## config.mk

```make
export PLATFORM = sky130hd
export DESIGN_NAME = demux_flat
export DESIGN_NICKNAME = d
export VERILOG_FILES = /design/src/rtl/demux_if.sv /design/src/rtl/demux.sv /design/src/flat_wrapper.sv
export SDC_FILE = /design/constraint.sdc
export NUM_CORES = 1
export LEC_CHECK = 0
export CORE_AREA = 2 2 39 41
export CTS_CLUSTER_DIAMETER = 30
export DETAILED_ROUTE_END_ITERATION = 7
export DIE_AREA = 0 0 41 43
export SETUP_SLACK_MARGIN = 0.2
export SLEW_MARGIN = 0
export SYNTH_ARGS = -nofsm -noshare
export SYNTH_HDL_FRONTEND = slang
export SYNTH_SLANG_ARGS = --single-unit
```

## constraint.sdc

```tcl
create_clock -name clk -period 1.15 [get_ports clk]
set_clock_uncertainty 0.1 [all_clocks]
set_input_delay 0.2875 -clock clk [delete_from_list [all_inputs] [get_ports clk]]
set_output_delay 0.2875 -clock clk [all_outputs]
set_load 0.02 [all_outputs]
```

## src/rtl/demux_if.sv

```systemverilog
// Bus bundle for the 1-to-8 demux: select/data in, registered line outputs back.
interface demux_if #(
   parameter int unsigned SEL_W = 3,
   parameter int unsigned OUT_W = 8
);
   logic [SEL_W-1:0] S;
   logic             D;
   logic [OUT_W-1:0] Do;

   modport master (
      output S,
      output D,
      input  Do
   );

   modport slave (
      input  S,
      input  D,
      output Do
   );
endinterface

```

## src/rtl/demux.sv

```systemverilog
// 1-to-OUT_W demultiplexer: steers D onto line S, all other lines 0, one-cycle registered output.
module demux #(
   parameter int unsigned          SEL_W   = 3,
   parameter int unsigned          OUT_W   = 8,
   parameter logic [OUT_W-1:0]     RST_VAL = '0
) (
   input logic     clk,
   input logic     rst,
   demux_if.slave  bus
);

   if (OUT_W != (2 ** SEL_W)) begin : g_param_check
      $error("demux: OUT_W must equal 2**SEL_W");
   end

   logic [OUT_W-1:0] w_do_d;
   logic [OUT_W-1:0] r_do;

   // Shift form keeps X on S or D visible as X on the outputs in simulation.
   always_comb begin
      w_do_d = {{(OUT_W-1){1'b0}}, bus.D} << bus.S;
   end

   always_ff @(posedge clk or posedge rst) begin
      if (rst) begin
         r_do <= RST_VAL;
      end else begin
         r_do <= w_do_d;
      end
   end

   assign bus.Do = r_do;

endmodule

```

## src/flat_wrapper.sv

```systemverilog
// flat-port wrapper written by rule: the top's interface ports become plain ports
module demux_flat 
#(
   parameter int unsigned          SEL_W   = 3,
   parameter int unsigned          OUT_W   = 8,
   parameter logic [OUT_W-1:0]     RST_VAL = '0
)
  (clk, rst, bus_S, bus_D, bus_Do);
  demux_if #(.SEL_W(SEL_W), .OUT_W(OUT_W)) bus_i ();
  input logic clk;
  input logic rst;
  input wire logic [$bits(bus_i.S)-1:0] bus_S;
  input wire logic [$bits(bus_i.D)-1:0] bus_D;
  output wire logic [$bits(bus_i.Do)-1:0] bus_Do;
  assign bus_i.S = bus_S;
  assign bus_i.D = bus_D;
  assign bus_Do = bus_i.Do;
  demux #(.SEL_W(SEL_W), .OUT_W(OUT_W), .RST_VAL(RST_VAL)) u_core (.clk(clk), .rst(rst), .bus(bus_i));
endmodule
```

==> flow_summary_export.csv, run 1 <==
group,metric,value,unit
cts,postCtsSetupBuffers,0,
final_layout,diodes,0,
die,die_h,43,um
drt,dr.pass1.iters,1,
drt,wl_per_cell,11.5,um
logic_synthesis,synth_edf_count,0,
cts,ctsHoldBuffers,0,
cts,cts_tree,"yes",
setup_path,crit_start,"u_core.bus.Do[4]",
setup_path,required,760,ps
placed_design,placed_area,450,um2
logic_synthesis,synth-main-ff-cell,"dfrtp_1",
logic_synthesis,ys_types,6,
final_layout,drive_above_1_share,0.576,
logic_synthesis,synth_nets,23,
timing,final.setup.worst_slack,11.5,ps
setup_path,cp_top_family,"flip-flops",
drt,route.vias.total,206,
die,row_count,14,
logic_synthesis,post-synth-top-area-cell,"dfrtp_1",
power,power_leakage,0.237,nW
timing,fmax,0.878,GHz
die,dieArea,1760,um2
setup_path,slowest_delay,380,ps
logic_synthesis,synth_top_family_by_area,"simple AND/OR/NAND/NOR gates",
cts,cts-root-buf,"clkbuf_4",
grt,antenna_found_initial,0,
power,powerDensity,1170,nW/um2
grt,grt_first_pass_wirelength,917,um
final_layout,nets,41,
setup_path,crit_buf_inv,1,
cts,clk_path_buf_depth,2,
die,core_area,1380,um2
job,maxCapViolations,0,
grt,grt_max_degree,9,
timing,slew-limit-headroom,0.805,
setup_path,arrival,750,ps
logic_synthesis,syn_avg_cell_area,17.7,um2
logic_synthesis,synth_area_leaders,"dfrtp_1 (67%), and4bb_2 (13%), and4b_2 (11%)",
logic_synthesis,synthAdderAreaFrac,0,
drt,drc,0,
logic_synthesis,post_synth_and_or_nand_nor_area_fraction,0.321,
logic_synthesis,ys_top_cells_by_count,"dfrtp_1 (8), and4b_2 (3), and4bb_2 (3)",
die,io-pin-count,14,
timing,finalSetupViolations,0,
grt,grt_pass1_vias,207,
timing,rsz0062_at_grt,"yes",
grt,grt_usage,0.0792,
setup_path,cp-start-kind,"register",
cts,htreeDepth,1,
placed_design,dp_hpwl,433,um
logic_synthesis,ys_async_sr_fraction,1.00,
setup_path,criticalPathCategory,"register to output pin",
die,start_util,0.217,
logic_synthesis,post-synth-top-count-cell,"dfrtp_1",
cts,clkTransAtPathRegs,50,ps
logic_synthesis,synth_seq_cells,8,
min_path,min_path_type,"input pin to async pin",
logic_synthesis,syn_inst,17,
cts,cts.sinks,8,
grt,grt_overflow_total,0,
placed_design,pre_cts_slack,-216,ps
die,die_w,41,um
logic_synthesis,synth_xor_area_frac,0,
setup_path,cp_cell_sequence,"buf_6",
setup_path,critPathMaxFanout,1,
logic_synthesis,yosysWarningCount,0,
drt,drt_wl_total,565,um
timing,fin_crit_sh,0.990,
logic_synthesis,seq_area_frac_synth,0.667,
timing,maxSlewViolCount,0,
setup_path,cp-end-kind,"output pin",
drt,ant_nets,0,
logic_synthesis,synth_compound_area_frac,0,
placed_design,globalplace.congestion,0.616,
placed_design,io_buffers,13,
final_layout,largest_register_ffs,8,
power,ir_worst_vdd,0.000470,V
logic_synthesis,yosysTopAreaCellShare,0.667,
final_layout,fin_area,478,um2
timing,final.min_clock_period,1140,ps
logic_synthesis,synth_area,300,um2
drt,viasPerCell,4.20,
drt,drt_iter0_drc,0,
final_layout,area_growth,59.2,%
cts,cts_buffers,3,
setup_path,critPathSlowestCell,"dfrtp_1",
run_status,status,"finished, final reports clean",
timing,finalHoldViolCount,0,
logic_synthesis,synthMuxAreaShare,0,
timing,worst_pin_slew,292,ps
-- cell families (layout without fill, tap and decap cells) --
logic type / count (synthesis) / count (layout)
and+or+nand+nor: 8 / 8
buffers and inverters: 1 / 17
DFF: 8 / 8
-- through the flow --
step                TNS, ps  cells  power [mW]  utilization  hold slack [ps]
floorplan                 0     17       0.320            -             3.16
global placement      -2430     46       0.362        0.325              450
detailed placement    -2700     46       0.365        0.325              464
CTS                   -5.70     49       0.572        0.345              190
global route          -61.9     49       0.595        0.345              214
finish                    0     49       0.560        0.345              181
-- placed cells by master (no fill, tap or decap), drive strengths merged --
cell type      instances
and4bb                 3
dfrtp                  8
and4                   1
buf                    8
and4b                  3
clkdlybuf4s50          1
inv                    1
clkbuf                 3
dlygate4sd2            4
nor4b                  1
-- routing by layer --
layer / track usage / up-vias / share of wire
met2: 0.0969 / 14 / 0.43
li1: - / 99 / -
met5: 0 / - / 0
met4: 0.0600 / 0 / 0
met3: 0.0262 / 0 / 0.15
met1: 0.110 / 93 / 0.42
-- where the power goes --
part	internal [mW]	total, mW	leakage (nW)	switching (mW)
logic	0.0328	0.0644	0.113	0.0316
registers	0.289	0.292	0.110	0.00322
clock network	0.119	0.203	0.0138	0.0848
-- area by class of cell --
cell class	count	area, um2
Inverter	1	3.75
Clock buffer	3	22.5
Sequential cell	8	200
Fill cell	136	906
Timing Repair Buffer	13	135
Tap cell	16	20.0
Multi-Input combinational cell	8	96.3
-- how the worst max path moves through the flow --
| stage | endpoint | slack (ps) | cells after the start |
|---|---|---|---|
| after floorplan | bus_Do[0] | 350 | 0 |
| after global placement | u_core.bus.Do[2] | -190 | 2 |
| after detailed placement | u_core.bus.Do[4] | -220 | 2 |
| after CTS | bus_Do[4] | -6 | 1 |
| after global routing | bus_Do[4] | -20 | 1 |
| final | bus_Do[4] | 10 | 1 |
-- what timing repair did --
item                                    CTS  global route
pin swaps                                 0             0
endpoints found under the setup margin   16             8
gates resized for setup                  52             0
gates cloned                              0             0
(Power assumes the default switching activity.)
==> run 2: changes to the inputs <==
--- a/constraint.sdc
+++ b/constraint.sdc
@@ -3,3 +3,3 @@
 set_input_delay 0.2875 -clock clk [delete_from_list [all_inputs] [get_ports clk]]
 set_output_delay 0.2875 -clock clk [all_outputs]
-set_load 0.02 [all_outputs]
+set_load 0.05 [all_outputs]
==> run 2 against run 1 <==
The flow now finishes with violations (setup timing). Cell count is the same. Combinational power is 46% higher. Flip-flop and latch count unchanged. Sequential power rose by 1%. Fmax is 4.4% lower. Non-clock buffer count unchanged. Core utilization is 5.8 points higher. Clock-buffer cell count stayed put. Largest cell class unchanged.
==> flow_summary_export.csv, run 2 (synthesis results as in run 1) <==
group,metric,value,unit
power,comb_power_share,0.159,
cts,cts_tree,"yes",
timing,worst_pin_slew,286,ps
final_layout,drive_above_1_share,0.818,
grt,grt_overflow_total,0,
power,switching_share,0.230,
timing,finalHoldViolCount,0,
setup_path,cp-start-kind,"register",
timing,maxSlewViolCount,0,
setup_path,required,760,ps
final_layout,diodes,0,
cts,cts.sinks,8,
timing,slew-limit-headroom,0.809,
job,maxCapViolations,0,
power,ir_worst_vdd,0.000444,V
cts,clkTransAtPathRegs,50,ps
power,powerDensity,1060,nW/um2
power,clock_power_share,0.341,
final_layout,fin_area,558,um2
drt,drc,0,
min_path,min_path_type,"input pin to async pin",
timing,final.setup.worst_slack,-41.1,ps
final_layout,area_growth,85.8,%
cts,postCtsSetupBuffers,0,
timing,fmax,0.840,GHz
final_layout,seqCellArea,210,um2
cts,htreeDepth,1,
setup_path,slowest_delay,410,ps
placed_design,placed_area,541,um2
timing,fin_crit_sh,1.04,
setup_path,cp-end-kind,"output pin",
cts,cts_buffers,3,
placed_design,globalplace.congestion,0.743,
final_layout,fillers,132,
power,p_switching,0.136,mW
cts,cts-root-buf,"clkbuf_4",
final_layout,final_cell_mix,"buf_12 (8), dfrtp_2 (8), dlygate4sd2_1 (4)",
setup_path,cp_cell_sequence,"buf_12",
final_layout,multiInputGateArea,96.3,um2
die,core_area,1380,um2
setup_path,critPathMaxFanout,1,
timing,tns,-297,ps
grt,antenna_found_initial,0,
drt,wl_per_cell,9.18,um
die,die_w,41,um
cts,clk_path_buf_depth,2,
drt,route.vias.total,206,
drt,drt_iter0_drc,3,
final_layout,nets,41,
die,row_count,14,
timing,rsz0062_at_grt,"yes",
power,power_leakage,0.241,nW
setup_path,criticalPathCategory,"register to output pin",
die,die_h,43,um
timing,final.min_clock_period,1190,ps
cts,ctsHoldBuffers,0,
die,start_util,0.217,
power,seqPwrFrac,0.500,
final_layout,fin_util,0.403,
run_status,status,"complete, but fails checks",
die,io-pin-count,14,
setup_path,crit_buf_inv,1,
grt,grt_max_degree,9,
setup_path,arrival,800,ps
drt,viasPerCell,4.20,
drt,drt_wl_total,450,um
setup_path,cp_top_family,"flip-flops",
grt,grt_usage,0.0705,
drt,dr.pass1.iters,2,
die,dieArea,1760,um2
grt,grt_first_pass_wirelength,731,um
drt,ant_nets,0,
timing,finalSetupViolations,8,
placed_design,io_buffers,13,
grt,grt_pass1_vias,185,
power,p_int,0.456,mW
run_status,violations,"setup timing",
setup_path,critPathSlowestCell,"dfrtp_2",
final_layout,largest_register_ffs,8,
[run 2: routing by layer]
layer  global-route usage  share of wire  vias to the layer above
met3               0.0314          0.084                        0
met5                    0              0                        -
met2               0.0906           0.56                        9
met1               0.0646           0.36                       98
li1                     -              -                       99
met4                0.100              0                        0
[run 2: power by group through the flow]
| stage | registers, mW | logic, mW | clock network, mW |
|---|---|---|---|
| floorplan | 0.323 | 0.0153 | 0 |
| global placement | 0.301 | 0.0985 | 0 |
| detailed placement | 0.301 | 0.100 | 0 |
| CTS | 0.296 | 0.0952 | 0.213 |
| global route | 0.297 | 0.101 | 0.222 |
| finish | 0.296 | 0.0940 | 0.202 |
[run 2: timing repair]
item	in CTS	in global routing
setup endpoints to repair	16	8
gates resized for setup	4	0
hold endpoints to repair	0	0
[run 2: area by class of cell]
class,instances,area share
inverter,1,0.00673
tap,16,0.0359
timing repair buffer,13,0.368
clock buffer,3,0.0404
multi-input combinational,8,0.173
sequential,8,0.377
[run 2: through the flow]
stage	setup slack, ps	instances	hold slack, ps	power (mW)
final	-41.1	49	178	0.592
after global routing	-72.1	49	222	0.620
after CTS	-54.7	49	181	0.605
after detailed placement	-223	46	445	0.402
after global placement	-196	46	447	0.399
after floorplan	278	17	3.23	0.338
[run 2: path summary, 6_finish.rpt]
path / from / to / depth (start not counted)
worst max-delay path: u_core.bus.Do[2] / bus_Do[2] / 1
worst min-delay path: rst / u_core.bus.Do[7] / 2
max in group asynchronous: rst / u_core.bus.Do[4] / 2
min in group clk: bus_S[2] / u_core.bus.Do[0] / 2
==> run 3: changes to the inputs <==
SETUP_SLACK_MARGIN = 0.4   (was 0.2)
==> run 3 against run 2 <==
The run still ends with setup timing left. Worst setup slack about the same. Total power down 0.31%. Core utilization down 1.1 points. Critical path depth unchanged. Die area unchanged. Via count down 0.97%. Non-clock buffer count unchanged. Clock power about the same. Flip-flop and latch count unchanged. Sequential power about the same. Combinational power down 2%. Clock-buffer cell count unchanged. Critical path type unchanged. Largest cell class unchanged.
==> flow_summary_export.csv, run 3 (synthesis results as in run 1) <==
group,metric,value,unit
timing,slew-limit-headroom,0.809,
drt,ant_nets,0,
cts,cts.sinks,8,
grt,grt_pass1_vias,185,
power,finalPower,0.591,mW
setup_path,cp-start-kind,"register",
drt,drt_wl_total,462,um
run_status,violations,"setup timing",
die,die_w,41,um
timing,hold_ws,174,ps
timing,maxSlewViolCount,0,
drt,viasPerCell,4.16,
final_layout,seqCellArea,210,um2
setup_path,crit_buf_inv,1,
timing,finalHoldViolCount,0,
final_layout,area_growth,80.8,%
cts,cts_buffers,3,
timing,final.setup.worst_slack,-41.1,ps
placed_design,pre_cts_slack,-223,ps
cts,htreeDepth,1,
final_layout,fin_util,0.392,
setup_path,arrival,800,ps
final_layout,final_cell_mix,"buf_12 (8), dfrtp_2 (8)",
die,start_util,0.217,
cts,clkTransAtPathRegs,50,ps
grt,grt_first_pass_wirelength,731,um
grt,grt_usage,0.0705,
power,powerDensity,1090,nW/um2
placed_design,globalplace.congestion,0.743,
die,die_h,43,um
timing,final.min_clock_period,1190,ps
drt,drc,0,
placed_design,dp_cells,46,
final_layout,drive_above_1_share,0.939,
cts,cts_tree,"yes",
timing,tns,-297,ps
drt,dr.pass1.iters,2,
placed_design,io_buffers,13,
min_path,holdPathStages,2,
timing,fin_crit_sh,1.04,
setup_path,criticalPathCategory,"register to output pin",
drt,drt_iter0_drc,3,
power,ir_worst_vdd,0.000444,V
run_status,status,"complete, but fails checks",
setup_path,critPathSlowestCell,"dfrtp_2",
final_layout,instances_no_fill,49,
setup_path,critPathMaxFanout,1,
drt,route.vias.total,204,
final_layout,largest_register_ffs,8,
grt,antenna_found_initial,0,
setup_path,cp.depth,1,
setup_path,cp_top_family,"flip-flops",
die,row_count,14,
timing,fmax,0.840,GHz
setup_path,cp-end-kind,"output pin",
setup_path,required,760,ps
die,io-pin-count,14,
final_layout,fillers,135,
power,power_leakage,0.236,nW
cts,cts-root-buf,"clkbuf_4",
job,maxCapViolations,0,
cts,clk_path_buf_depth,2,
placed_design,placed_area,541,um2
setup_path,cp_cell_sequence,"buf_12",
timing,rsz0062_at_grt,"yes",
min_path,min_path_type,"input pin to register",
grt,grt_busiest_layer,"met4",
setup_path,slowest_delay,410,ps
grt,grt_max_degree,9,
final_layout,fin_area,543,um2
die,dieArea,1760,um2
final_layout,diodes,0,
grt,met3_usage,0.0314,
timing,worst_pin_slew,286,ps
die,core_area,1380,um2
final_layout,multiInputGateArea,96.3,um2
cts,ctsHoldBuffers,0,
final_layout,nets,41,
grt,met2_usage,0.0906,
grt,grt_overflow_total,0,
grt,met1_usage,0.0646,
drt,wl_per_cell,9.43,um
timing,finalSetupViolations,8,
-- run 3: layout make-up --
cell class / instances / share of cell area
Clock buffer: 3 / 0.0415
Sequential cell: 8 / 0.387
Tap cell: 16 / 0.0369
Timing Repair Buffer: 13 / 0.350
Inverter: 1 / 0.00691
Multi-Input combinational cell: 8 / 0.177
-- run 3: final timing paths --
kind | end | from
max | bus_Do[2] | u_core.bus.Do[2]
min | u_core.bus.Do[0] | bus_S[2]
max in group asynchronous | u_core.bus.Do[4] | rst
min in group asynchronous | u_core.bus.Do[7] | rst
-- run 3: repair_timing --
| action | 4_1_cts | 5_1_grt |
|---|---|---|
| gates resized for setup | 11 | 4 |
| setup buffers | 0 | 0 |
| endpoints found under the setup margin | 16 | 16 |
-- run 3: power by group --
group / leakage (nW) / switching (mW) / total [mW] / internal [mW]
Clock: 0.0138 / 0.0836 / 0.202 / 0.119
Sequential: 0.0970 / 0.00578 / 0.296 / 0.291
Combinational: 0.125 / 0.0472 / 0.0921 / 0.0449
Total: 0.236 / 0.137 / 0.591 / 0.454
-- run 3: per-layer routing --
layer | share of wire | routed length, um
met5 | 0 | 0
met4 | 0 | 0
met3 | 0.082 | 38
met2 | 0.55 | 253
met1 | 0.37 | 170
